File: config.mk
export PLATFORM = sky130hd
export DESIGN_NAME = pc_sequencer
export DESIGN_NICKNAME = d
export VERILOG_FILES = /design/src/rtl/pc_pkg.sv /design/src/rtl/pc_ras.sv /design/src/rtl/pc_sequencer.sv
export SDC_FILE = /design/constraint.sdc
export NUM_CORES = 1
export LEC_CHECK = 0
export BUFFER_PORTS_ARGS = -buffer_cell sky130_fd_sc_hd__buf_4
export CORE_UTILIZATION = 30
export DETAILED_ROUTE_END_ITERATION = 6
export GPL_TIMING_DRIVEN = 1
export HOLD_SLACK_MARGIN = 0.1
export PLACE_DENSITY = 0.54
export SYNTH_ARGS = -nofsm -noshare
export SYNTH_HDL_FRONTEND = slang
export SYNTH_SLANG_ARGS = --single-unit
File: constraint.sdc
create_clock -name clk -period 4.5 [get_ports clk]
set_input_delay 0.675 -clock clk [delete_from_list [all_inputs] [get_ports clk]]
set_output_delay 0.675 -clock clk [all_outputs]
set_load 0.005 [all_outputs]
File: src/rtl/pc_pkg.sv
// ----------------------------------------------------------------------------
// pc_pkg
//   Shared definitions for the fetch-PC sequencer: the branch condition code
//   encoding, the bit positions of the {N,V,Z} flag vector, and the condition
//   evaluator used by the next-PC logic.
// ----------------------------------------------------------------------------
package pc_pkg;

    typedef enum logic [2:0] {
        NEQ    = 3'b000,
        EQ     = 3'b001,
        GT     = 3'b010,
        LT     = 3'b011,
        GTE    = 3'b100,
        LTE    = 3'b101,
        OVFL   = 3'b110,
        UNCOND = 3'b111
    } cond_e;

    localparam int FLAG_N = 2;
    localparam int FLAG_V = 1;
    localparam int FLAG_Z = 0;

    // Returns 1 when the condition selected by ccode holds for flags {N,V,Z}.
    function automatic logic cond_true(input logic [2:0] ccode, input logic [2:0] flags);
        logic n;
        logic v;
        logic z;
        logic r;
        n = flags[FLAG_N];
        v = flags[FLAG_V];
        z = flags[FLAG_Z];
        r = 1'b0;
        case (cond_e'(ccode))
            NEQ:    r = ~z;
            EQ:     r = z;
            GT:     r = ~z & ~n;
            LT:     r = n;
            GTE:    r = z | (~z & ~n);
            LTE:    r = z | n;
            OVFL:   r = v;
            UNCOND: r = 1'b1;
        endcase
        return r;
    endfunction

endpackage

File: src/rtl/pc_ras.sv
// ----------------------------------------------------------------------------
// pc_ras
//   Return-address stack implemented as a circular buffer. ptr_q points at the
//   next free slot; top is the entry just below it. A push while full
//   overwrites the oldest entry (which is exactly the slot at ptr_q) and keeps
//   the count saturated. A pop while empty is ignored.
// Ports
//   clk, rst_n : clock, asynchronous active-low reset (empties the stack)
//   push, din  : push din this cycle (push has priority over pop)
//   pop        : discard the top entry
//   top        : current top-of-stack value (undefined while empty)
//   empty/full : occupancy status
// ----------------------------------------------------------------------------
module pc_ras
    import pc_pkg::*;
#(
    parameter int RAS_DEPTH = 4,
    parameter int PC_W      = 16
) (
    input  logic            clk,
    input  logic            rst_n,
    input  logic            push,
    input  logic            pop,
    input  logic [PC_W-1:0] din,
    output logic [PC_W-1:0] top,
    output logic            empty,
    output logic            full
);

    localparam int PTR_W = $clog2(RAS_DEPTH);
    localparam int CNT_W = PTR_W + 1;

    logic [PC_W-1:0]  mem_q [RAS_DEPTH];
    logic [PTR_W-1:0] ptr_q, ptr_d;
    logic [CNT_W-1:0] cnt_q, cnt_d;

    assign empty = (cnt_q == '0);
    assign full  = (cnt_q == CNT_W'(RAS_DEPTH));
    assign top   = mem_q[ptr_q - PTR_W'(1)];

    // NOTE: every variable gets its default before any branch so that no
    // path leaves it unassigned, which would otherwise infer a latch.
    always_comb begin
        ptr_d = ptr_q;
        cnt_d = cnt_q;
        if (push) begin
            ptr_d = ptr_q + PTR_W'(1);
            if (!full) begin
                cnt_d = cnt_q + CNT_W'(1);
            end
        end else if (pop && !empty) begin
            ptr_d = ptr_q - PTR_W'(1);
            cnt_d = cnt_q - CNT_W'(1);
        end
    end

    // NOTE: sequential state is updated with non-blocking assignments so all
    // flops sample their inputs from the same pre-edge values.
    always_ff @(posedge clk or negedge rst_n) begin
        if (!rst_n) begin
            ptr_q <= '0;
            cnt_q <= '0;
        end else begin
            ptr_q <= ptr_d;
            cnt_q <= cnt_d;
        end
    end

    // NOTE: the storage array is deliberately not reset; emptiness is tracked
    // by cnt_q alone, so entry contents are never observed before a write.
    always_ff @(posedge clk) begin
        if (push) begin
            mem_q[ptr_q] <= din;
        end
    end

endmodule

File: src/rtl/pc_sequencer.sv
// ----------------------------------------------------------------------------
// pc_sequencer
//   Registered fetch-PC generator. Evaluates branch conditions against the
//   {N,V,Z} flags, selects PC-relative or register targets, handles CALL/RET
//   through a return-address stack, and supports fetch stall and sticky halt.
// Ports
//   clk, rst_n      : clock, asynchronous active-low reset
//   stall           : hold pc, RAS and halt state this cycle
//   hlt             : halt decoded; pc freezes and halted sets next edge
//   br, breg        : branch decoded / target comes from reg_target
//   call, ret       : push pc+2 and jump / pop and jump to popped address
//   ccode, flags    : condition code and {N,V,Z}
//   imm, reg_target : signed word offset / register target
//   pc              : current fetch PC (registered)
//   pc_next         : value pc loads at the next edge (combinational)
//   taken           : redirect this cycle (combinational)
//   halted          : sticky halt status (registered)
//   ras_err         : one-cycle pulse on RAS overflow, underflow or call+ret
// ----------------------------------------------------------------------------
module pc_sequencer
    import pc_pkg::*;
#(
    parameter int              PC_W      = 16,
    parameter int              IMM_W     = 9,
    parameter int              RAS_DEPTH = 4,
    parameter logic [PC_W-1:0] RESET_PC  = '0
) (
    input  logic             clk,
    input  logic             rst_n,
    input  logic             stall,
    input  logic             hlt,
    input  logic             br,
    input  logic             breg,
    input  logic             call,
    input  logic             ret,
    input  logic [2:0]       ccode,
    input  logic [2:0]       flags,
    input  logic [IMM_W-1:0] imm,
    input  logic [PC_W-1:0]  reg_target,
    output logic [PC_W-1:0]  pc,
    output logic [PC_W-1:0]  pc_next,
    output logic             taken,
    output logic             halted,
    output logic             ras_err
);

    logic [PC_W-1:0] pc_q, pc_d;
    logic            halted_q, halted_d;
    logic            ras_err_q, ras_err_d;

    logic [PC_W-1:0] seq, rel, target, imm_ext;
    logic            br_taken;
    logic            ras_push, ras_pop, ras_empty, ras_full;
    logic [PC_W-1:0] ras_top;

    pc_ras #(
        .RAS_DEPTH (RAS_DEPTH),
        .PC_W      (PC_W)
    ) u_ras (
        .clk   (clk),
        .rst_n (rst_n),
        .push  (ras_push),
        .pop   (ras_pop),
        .din   (seq),
        .top   (ras_top),
        .empty (ras_empty),
        .full  (ras_full)
    );

    // Signed cast before widening sign-extends the word offset; the shift
    // turns it into a byte offset. All sums wrap modulo 2^PC_W.
    assign imm_ext  = PC_W'($signed(imm));
    assign seq      = pc_q + PC_W'(2);
    assign rel      = seq + (imm_ext << 1);
    assign target   = breg ? reg_target : rel;
    assign br_taken = br & cond_true(ccode, flags);

    always_comb begin
        pc_d      = pc_q;
        halted_d  = halted_q;
        ras_err_d = 1'b0;
        ras_push  = 1'b0;
        ras_pop   = 1'b0;
        taken     = 1'b0;
        if (!stall && !halted_q) begin
            if (hlt) begin
                halted_d = 1'b1;
            end else if (call) begin
                // Call wins over a simultaneous ret; the conflict and a push
                // into a full stack are both reported.
                ras_push  = 1'b1;
                pc_d      = target;
                taken     = 1'b1;
                ras_err_d = ret | ras_full;
            end else if (ret) begin
                if (!ras_empty) begin
                    ras_pop = 1'b1;
                    pc_d    = ras_top;
                    taken   = 1'b1;
                end else begin
                    pc_d      = seq;
                    ras_err_d = 1'b1;
                end
            end else if (br_taken) begin
                pc_d  = target;
                taken = 1'b1;
            end else begin
                pc_d = seq;
            end
        end
    end

    always_ff @(posedge clk or negedge rst_n) begin
        if (!rst_n) begin
            pc_q      <= RESET_PC;
            halted_q  <= 1'b0;
            ras_err_q <= 1'b0;
        end else begin
            pc_q      <= pc_d;
            halted_q  <= halted_d;
            ras_err_q <= ras_err_d;
        end
    end

    assign pc      = pc_q;
    assign pc_next = pc_d;
    assign halted  = halted_q;
    assign ras_err = ras_err_q;

endmodule

-- Yosys cells after proc, flatten, opt, wreduce, memory -nomap -nowiden
Memory sizes are Yosys's and may differ from the RTL's.
Index checks and enable logic that the tools add are counted.
- register bits: 23
- memories kept: 1
- memory bits (writable): 64
- output and inout bits: 35
- word-level logic and storage cells: 71
- bits of input ports: 39
- memories (memory ; words ; bits a word ; rd ports ; clocked after Yosys merged registers in ; write ports ; RTL line ; RTL):
    u_ras.mem_q ; 4 ; 16 ; 1 ; 0 ; 1 ; pc_ras.sv:33 ; logic [PC_W-1:0] mem_q [RAS_DEPTH];
- muxes and demuxes: 33
- add/sub/neg operators: 6
- reductions and logical operators: 10
- bitwise logic cells: 7
- eq/ne operators: 9
- operators with widths (cell ; number):
    16-bit two-way mux ; 7
    1-bit two-way mux ; 20
    16-bit adder ; 1
    16-bit by 2-bit adder with 16-bit output (second input constant) ; 1
    3-bit == test (second input constant) ; 5
    3-bit two-way mux ; 3
    1-bit one-hot mux with 8 select lines ; 1
    3-bit by 2-bit == test with 1-bit output (second input constant) ; 2
    3-bit logical NOT ; 2
    2-bit two-way mux ; 2
    2-bit AND reduction ; 2
    3-bit by 1-bit adder with 3-bit output (second input constant) ; 1
    3-bit by 1-bit == test with 1-bit output (second input constant) ; 1
    1-bit logical NOT ; 3
    1-bit OR ; 3
    3-bit by 1-bit subtractor with 3-bit output (second input constant) ; 1
    2-bit by 1-bit adder with 2-bit output (second input constant) ; 1
    1-bit bitwise AND ; 2
    1-bit logical AND ; 2
    2-bit != test (second input constant) ; 1
    1-bit inverter ; 2
    2-bit nonzero test ; 1
    2-bit by 1-bit subtractor with 2-bit output (second input constant) ; 1

-- Logic depth before layout (Yosys ltp)
Gate-level depths: netlist of run 1.
- word-level depth: 10
- gate-level depth with buffers: 12
- mapped depth without buffers: 12

-- Modules after synthesis
From an unflattened synthesis of run 1, not the netlist that was laid out.
- cell total of the unflattened synthesis: 400
- area, all modules: 4865.9 µm²
- modules (own cells, without submodules) (module ; cells an instance ; area an instance (µm²) ; times used ; seq. area each (µm²)):
    pc_ras ; 130 ; 2705.1 ; 1 ; 2047.0
    pc_sequencer ; 270 ; 2160.8 ; 1 ; 450.4

-- Least setup slack after synthesis of run 1
OpenSTA, ideal clock, no wires.
- path kind: register -> output
- start: register pc_q[1], in the netlist pc[1]
- end: output pc_next[14]
- cell stages (with the launch flop): 13
- arrival time: 2.981 ns
- path buffers: 0
- data required time: 3.825 ns
- setup slack: 0.844 ns
- cells stage by stage: dfrtp_1 -> ha_1 -> nand3_1 -> nor2_1 -> and3_1 -> xor2_1 -> ha_1 -> a21oi_1 -> o21ai_0 -> o2bb2ai_1 -> a21oi_1 -> mux2_2 -> o31ai_1
- cells in the longest elaborated chain, start to end: 8
- elaborated cells between the ends (all ways): 9
- those cells by class: add/sub: 2; mux: 7
- RTL lines (what ; RTL line ; RTL):
    start, declared ; pc_sequencer.sv:47 ; logic [PC_W-1:0] pc_q, pc_d;
    start signal, assigned ; pc_sequencer.sv:119 ; pc_q <= pc_d;
    16-bit by 2-bit adder with 16-bit output * ; pc_sequencer.sv:73 ; assign seq = pc_q + PC_W'(2);
    named net seq[9] ; pc_sequencer.sv:51 ; logic [PC_W-1:0] seq, rel, target, imm_ext;
    16-bit adder * ; pc_sequencer.sv:74 ; assign rel = seq + (imm_ext << 1);
    16-bit two-way mux * ; pc_sequencer.sv:75 ; assign target = breg ? reg_target : rel;
    16-bit two-way mux ; pc_sequencer.sv:104 ; end else if (br_taken) begin
    16-bit two-way mux ; pc_sequencer.sv:95 ; end else if (ret) begin
    16-bit two-way mux * ; pc_sequencer.sv:88 ; end else if (call) begin
    16-bit two-way mux * ; pc_sequencer.sv:86 ; if (hlt) begin
    16-bit two-way mux * ; pc_sequencer.sv:85 ; if (!stall && !halted_q) begin
    end, declared ; pc_sequencer.sv:41 ; output logic [PC_W-1:0] pc_next,
Mark *: on every way through the listed nets, which the timed path passes. The rest lies on a longest branch.

-- Final worst setup path of run 1
- start: register pc_q[1], in the netlist pc[1]
- end: output pc_next[10]
Same word-level chain as after synthesis.

==> results of run 1 <==
==> registers in the layout, summed over array words and instances, names as in the netlist <==
| name | cells |
|---|---|
| pc | 16 |
| u_ras.cnt_q | 3 |
| ras_err | 1 |
| u_ras.ptr_q | 2 |
| u_ras.mem_q | 64 |
| halted | 1 |
==> routing by layer <==
metal / vias up / GRT usage
li1: 1681 / -
met4: 0 / 0.05130
met5: - / 0
met2: 117 / 0.2960
met3: 9 / 0.03854
met1: 1810 / 0.2379
==> how the worst max path moves through the flow <==
stage,end,depth (start not counted),slack [ns]
finish,pc_next[10],11,0.17
global route,pc_next[10],11,-0.06
CTS,pc_next[14],12,0.02
detailed placement,pc_next[14],13,0.34
global placement,pc_next[14],11,0.41
floorplan,pc_next[14],12,0.84
==> per-stage QoR <==
| step | cells | power [mW] | hold WS [ns] | setup TNS (ns) | cell area [µm²] |
|---|---|---|---|---|---|
| 2_1_floorplan | 395 | 1.675 | 0.3794 | 0 | 4897 |
| 6_report | 694 | 2.767 | 0.2467 | 0 | 6078 |
| 4_1_cts | 694 | 2.775 | 0.2562 | 0 | 6017 |
| 5_1_grt | 694 | 2.941 | 0.2643 | -0.1593 | 6078 |
| 3_5_place_dp | 678 | 2.062 | 0.5061 | 0 | 5723 |
| 3_3_place_gp | 678 | 2.047 | 0.4790 | 0 | 5723 |
==> area by class of cell <==
cell class                      count  area, µm²  area share
Clock inverter                      6      45.04    0.007410
Timing Repair Buffer               84      630.6      0.1037
Sequential cell                    87       2497      0.4109
Clock buffer                       10      229.0     0.03767
Tap cell                          216      270.3     0.04446
Inverter                           15      56.30    0.009263
Multi-Input combinational cell    276       2350      0.3866
==> cells in the final DEF (no fill, tap or decap), types with 5 or more instances in the layout <==
cell type,count
mux4_2,16
mux2i_1,10
nand3_1,7
inv_1,14
ha_1,21
mux2_2,5
xor2_1,6
nor3_1,9
a21oi_1,27
dfrtp_1,23
nor2_1,23
edfxtp_1,64
buf_4,84
o21ai_0,17
clkbuf_16,9
nor2b_1,7
and3_1,7
or3_1,6
nand2_1,23
xnor2_1,9
a22o_1,6
==> logic make-up after synthesis <==
logic type,after synthesis,synth area share
buf+inv,32,0.02682
fa+ha+maj,24,0.06438
mux,31,0.1055
simple gates,100,0.1048
xor+xnor,21,0.04062
flops,87,0.5100
compound gates,100,0.1479
==> repair_timing <==
action | in CTS | in global routing
setup endpoints to repair | 3 | 6
gates cloned | 0 | 0
gates resized for setup | 3 | 11
setup buffers | 0 | 0
hold endpoints to repair | 0 | 0
hold buffers | 0 | 0
==> critical path, stage by stage, from the launching register on <==
cell	delay (ns)
dfrtp_1	0.43
ha_2	0.26
nand3_1	0.13
xnor2_2	0.32
ha_1	0.34
and2_1	0.18
a221oi_1	0.35
a21oi_1	0.22
or3_1	0.35
a31oi_1	0.34
o21ai_0	0.20
buf_4	0.19
==> power by group through the flow <==
stage	Combinational, mW	Clock [mW]	Sequential, mW
final	1.04	0.697	1.03
after global routing	1.15	0.753	1.04
after CTS	1.03	0.714	1.03
after detailed placement	1.01	0	1.05
after global placement	1.00	0	1.05
after floorplan	0.655	0	1.02
==> impl_metrics.py, run 1 <==
metrics = {
    "status": {
        "outcome": "finished, final reports clean",
    },
    "global_route": {
        "antenna_found_initial": 0,
        "first_global_vias": 3744,
        "grt_max_degree": 27,
        "overflow": 0,
        "grt_use_total": 0.1795,
        "grt_first_pass_wirelength_mm": 21.67,
    },
    "setup_path": {
        "cp.required_ns": 3.83,
        "r2r-start": "pc[1]$_DFF_PN0_",
        "rrSetupSlack_ns": 1.22,
        "start_kind": "register",
        "reg2reg_depth": 10,
        "critPathLaunch": "pc[1]$_DFF_PN0_",
        "cp_max_fo": 6,
        "worstPathArrival_ns": 3.65,
        "r2r_end": "pc[10]$_DFF_PN0_",
        "worstSetupEndpointType": "primary output",
        "worstSetupPathType": "register to primary output",
    },
    "power": {
        "p_seq_frac": 0.374,
        "p_clk_frac": 0.252,
        "power.internal_mw": 1.819,
        "power.leakage_nw": 2.344,
        "power_switching_uw": 948.9,
        "peakVddDrop_uv": 242.6,
        "power_per_cell_area_mw_per_mm2": 455.3,
        "comb_power_share": 0.374,
        "swShare": 0.3429,
    },
    "synthesis": {
        "synth_commonest_cells": "edfxtp_1 (64), a21oi_1 (27), nor2_1 (24), dfrtp_1 (23), nand2_1 (23)",
        "synth_most_common_cell": "edfxtp_1",
        "ys_warn_count": 0,
        "synthFlopType": "edfxtp_1",
        "synth_seq_cells": 87,
        "yosysTopAreaCellShare": 0.3924,
        "synthesis.area_per_instance_um2": 12.40,
        "synth_nets": 458,
        "syn-cell-area_mm2": 0.004897,
        "syn_inst": 395,
        "synth.area.top_cells": "edfxtp_1 (39%), dfrtp_1 (12%), mux4_2 (7.4%)",
        "synth-edff-count": 64,
        "synth_largest_area_cell": "edfxtp_1",
        "synthArstFlopShare": 0.2644,
        "synth.distinct_cells": 59,
        "seq_area_frac_synth": 0.5100,
    },
    "route": {
        "drtIter0Drc": 274,
        "viasPerCell": 5.212,
        "vias": 3617,
        "avgRoutedWirePerCell_um": 20.30,
        "wl_met3_um": 988,
        "drt_first_pass_iters": 5,
        "wl_met2_mm": 6.850,
        "maxUsedRoutingLayer": "met4",
        "final_antenna_net_count": 0,
        "wirelength_mm": 14.09,
        "drc_errors": 0,
        "wl_met1_mm": 6.076,
    },
    "placement": {
        "routabilityCongestion": 0.8752,
        "port_buffers": 73,
        "dpl_worst_slack_ns": 0.3366,
        "hpwl_mm": 9.911,
    },
    "floorplanning": {
        "ios": 74,
        "die_w_um": 129.8,
        "die-area_mm2": 0.01684,
        "core_area_mm2": 0.01589,
        "die-height_um": 129.8,
        "start_util": 0.3083,
        "fp-row-count": 46,
    },
    "sta": {
        "final.setup.worst_slack_ns": 0.1708,
        "rsz0062_at_grt": "true",
        "hold_viol_final": 0,
        "fin_skew_ns": 0.008908,
        "fin_crit_sh": 0.9620,
        "fmax_mhz": 231.0,
        "relSlewSlack": 0.2932,
        "drv_slew": 0,
        "period_needed_ns": 4.329,
        "setup_viol": 0,
        "tightest_slew_ns": 1.060,
    },
    "clock_network": {
        "cts_htree_levels": 3,
        "cts_buffer_depth": 2,
        "cts-root-buf": "clkbuf_16",
        "numClockSinks": 87,
        "clkLatencyLatePin_ns": 0.35,
        "path_clk_slew_ns": 0.07,
        "numCtsBuffers": 9,
        "cts_tree": "done",
    },
    "layout": {
        "drive_gt1_frac": 0.2950,
        "num_antenna_cells": 0,
        "fillerInstances": 1589,
        "post-route-util": 0.3826,
        "area_growth_pct": 24.12,
        "nNetsFinal": 536,
    },
    "flow_run": {
        "cap_violations": 0,
    },
    "min_path": {
        "holdCritPathClass": "primary input to async pin",
    },
}
No activity file was read; power rests on OpenSTA's default activity.
==> run 2, diff against run 1 <==
- CORE_ASPECT_RATIO: not set -> 1.5
==> run 2 against run 1 <==
Clock skew hardly changed. Largest power group is now registers. Critical path type unchanged. Final cell count shrank 1.6%. Via count is 0.86% lower. Cell area shrank 0.29%.
==> impl_metrics.py, run 2 (synthesis results as in run 1) <==
metrics = {
    "global_route": {
        "grt_first_pass_wirelength_mm": 21.38,
        "antenna_found_initial": 0,
        "grt_max_degree": 27,
        "first_global_vias": 3696,
        "overflow": 0,
        "grt_use_total": 0.1734,
    },
    "layout": {
        "drive_gt1_frac": 0.2896,
        "nNetsFinal": 538,
        "final_cell_mix": "buf_4 (86), edfxtp_1 (64), a21oi_1 (26)",
        "post-route-util": 0.3844,
        "largest_register_ffs": 64,
        "area_growth_pct": 23.76,
        "num_antenna_cells": 0,
        "regMostFlops": "u_ras.mem_q",
        "final_common_cell": "buf_4",
    },
    "sta": {
        "period_needed_ns": 4.261,
        "fmax_mhz": 234.7,
        "fin_skew_ns": 0.009149,
        "setup_viol": 0,
        "finalSetupTns_ns": 0,
        "rsz0062_at_grt": "false",
        "fin_crit_sh": 0.9469,
        "drv_slew": 0,
        "hold_viol_final": 0,
        "relSlewSlack": 0.3103,
        "tightest_slew_ns": 1.035,
    },
    "placement": {
        "hpwl_mm": 9.919,
        "routabilityCongestion": 0.8102,
        "port_buffers": 73,
    },
    "floorplanning": {
        "die_w_um": 106.3,
        "die-height_um": 158.5,
        "core_area_mm2": 0.01577,
        "fp-row-count": 56,
        "die-area_mm2": 0.01685,
        "start_util": 0.3106,
        "ios": 74,
    },
    "power": {
        "power.leakage_nw": 2.363,
        "power_per_cell_area_mw_per_mm2": 461.9,
        "peakVddDrop_uv": 195.2,
    },
    "route": {
        "vias": 3586,
        "wirelength_mm": 13.94,
        "drc_errors": 0,
        "drtIter0Drc": 241,
        "final_antenna_net_count": 0,
        "viasPerCell": 5.250,
        "avgRoutedWirePerCell_um": 20.41,
        "drt_first_pass_iters": 4,
    },
    "clock_network": {
        "cts_buffer_depth": 2,
        "cts_tree": "done",
        "hold_buffers": 0,
        "numCtsBuffers": 9,
        "path_clk_slew_ns": 0.07,
        "cts_setup_buffers": 0,
        "cts_htree_levels": 3,
        "cts_resized": 0,
        "clkLatencyLatePin_ns": 0.34,
        "cts-root-buf": "clkbuf_16",
        "numClockSinks": 87,
    },
    "flow_run": {
        "cap_violations": 0,
    },
    "setup_path": {
        "rrSetupSlack_ns": 1.31,
        "r2r_end": "pc[11]$_DFF_PN0_",
        "r2r-start": "pc[1]$_DFF_PN0_",
        "start_kind": "register",
        "cp_max_fo": 6,
        "cp.required_ns": 3.83,
        "worstPathArrival_ns": 3.59,
        "reg2reg_depth": 12,
        "worstSetupPathType": "register to primary output",
        "worstSetupEndpointType": "primary output",
    },
    "min_path": {
        "holdCritPathClass": "primary input to async pin",
    },
    "status": {
        "outcome": "finished, final reports clean",
    },
}
-- run 2: per-layer routing --
layer / GRT usage / vias to the layer above / share of wire
met4: 0.06415 / 0 / 0.016
met2: 0.3067 / 108 / 0.53
met5: 0 / - / 0
li1: - / 1683 / -
met1: 0.2163 / 1784 / 0.40
met3: 0.02047 / 11 / 0.053
-- run 2: final cells by class --
cell class                      instances  area [µm²]
Fill cell                            1532        9704
Sequential cell                        87        2497
Multi-Input combinational cell        276        2307
Timing Repair Buffer                   86       645.6
Tap cell                              203       254.0
Clock buffer                           11       242.7
Clock inverter                          5       57.56
Inverter                               15       56.30
-- run 2: power by group --
group | internal (mW) | switching (mW) | leakage, nW | total, mW
registers | 0.949 | 0.0855 | 0.850 | 1.03
logic | 0.490 | 0.520 | 1.37 | 1.01
clock network | 0.445 | 0.311 | 0.138 | 0.755
total | 1.88 | 0.916 | 2.36 | 2.80
-- run 2: worst max-delay path by stage --
stage          depth (start not counted)  slack (ns)          end             from
6_report                              13        0.24  pc_next[11]  pc[1]$_DFF_PN0_
5_1_grt                               13        0.02  pc_next[11]  pc[1]$_DFF_PN0_
4_1_cts                               10        0.06  pc_next[11]  pc[1]$_DFF_PN0_
3_5_place_dp                          10        0.45  pc_next[11]  pc[1]$_DFF_PN0_
3_3_place_gp                          12        0.50  pc_next[14]  pc[1]$_DFF_PN0_
2_1_floorplan                         12        0.84  pc_next[14]  pc[1]$_DFF_PN0_
-- run 2: through the flow --
stage	area [µm²]	total power, mW	hold WS (ns)	cells	setup slack [ns]
floorplan	4897	1.675	0.3794	395	0.8436
global placement	5722	2.037	0.4801	667	0.4995
detailed placement	5722	2.052	0.4980	667	0.4523
CTS	6022	2.811	0.2563	683	0.06222
global route	6061	2.952	0.2671	683	0.02055
finish	6061	2.800	0.2457	683	0.2391
-- run 2: critical path, stage by stage (launching register included) --
cell     delay [ns]
dfrtp_1        0.41
ha_1           0.26
nand3_1        0.11
nor2_2         0.22
and3_1         0.20
xor2_1         0.23
buf_4          0.19
ha_1           0.25
nand2_1        0.08
o21ai_0        0.12
nor2_1         0.26
mux2_2         0.38
o32ai_1        0.34
buf_4          0.18
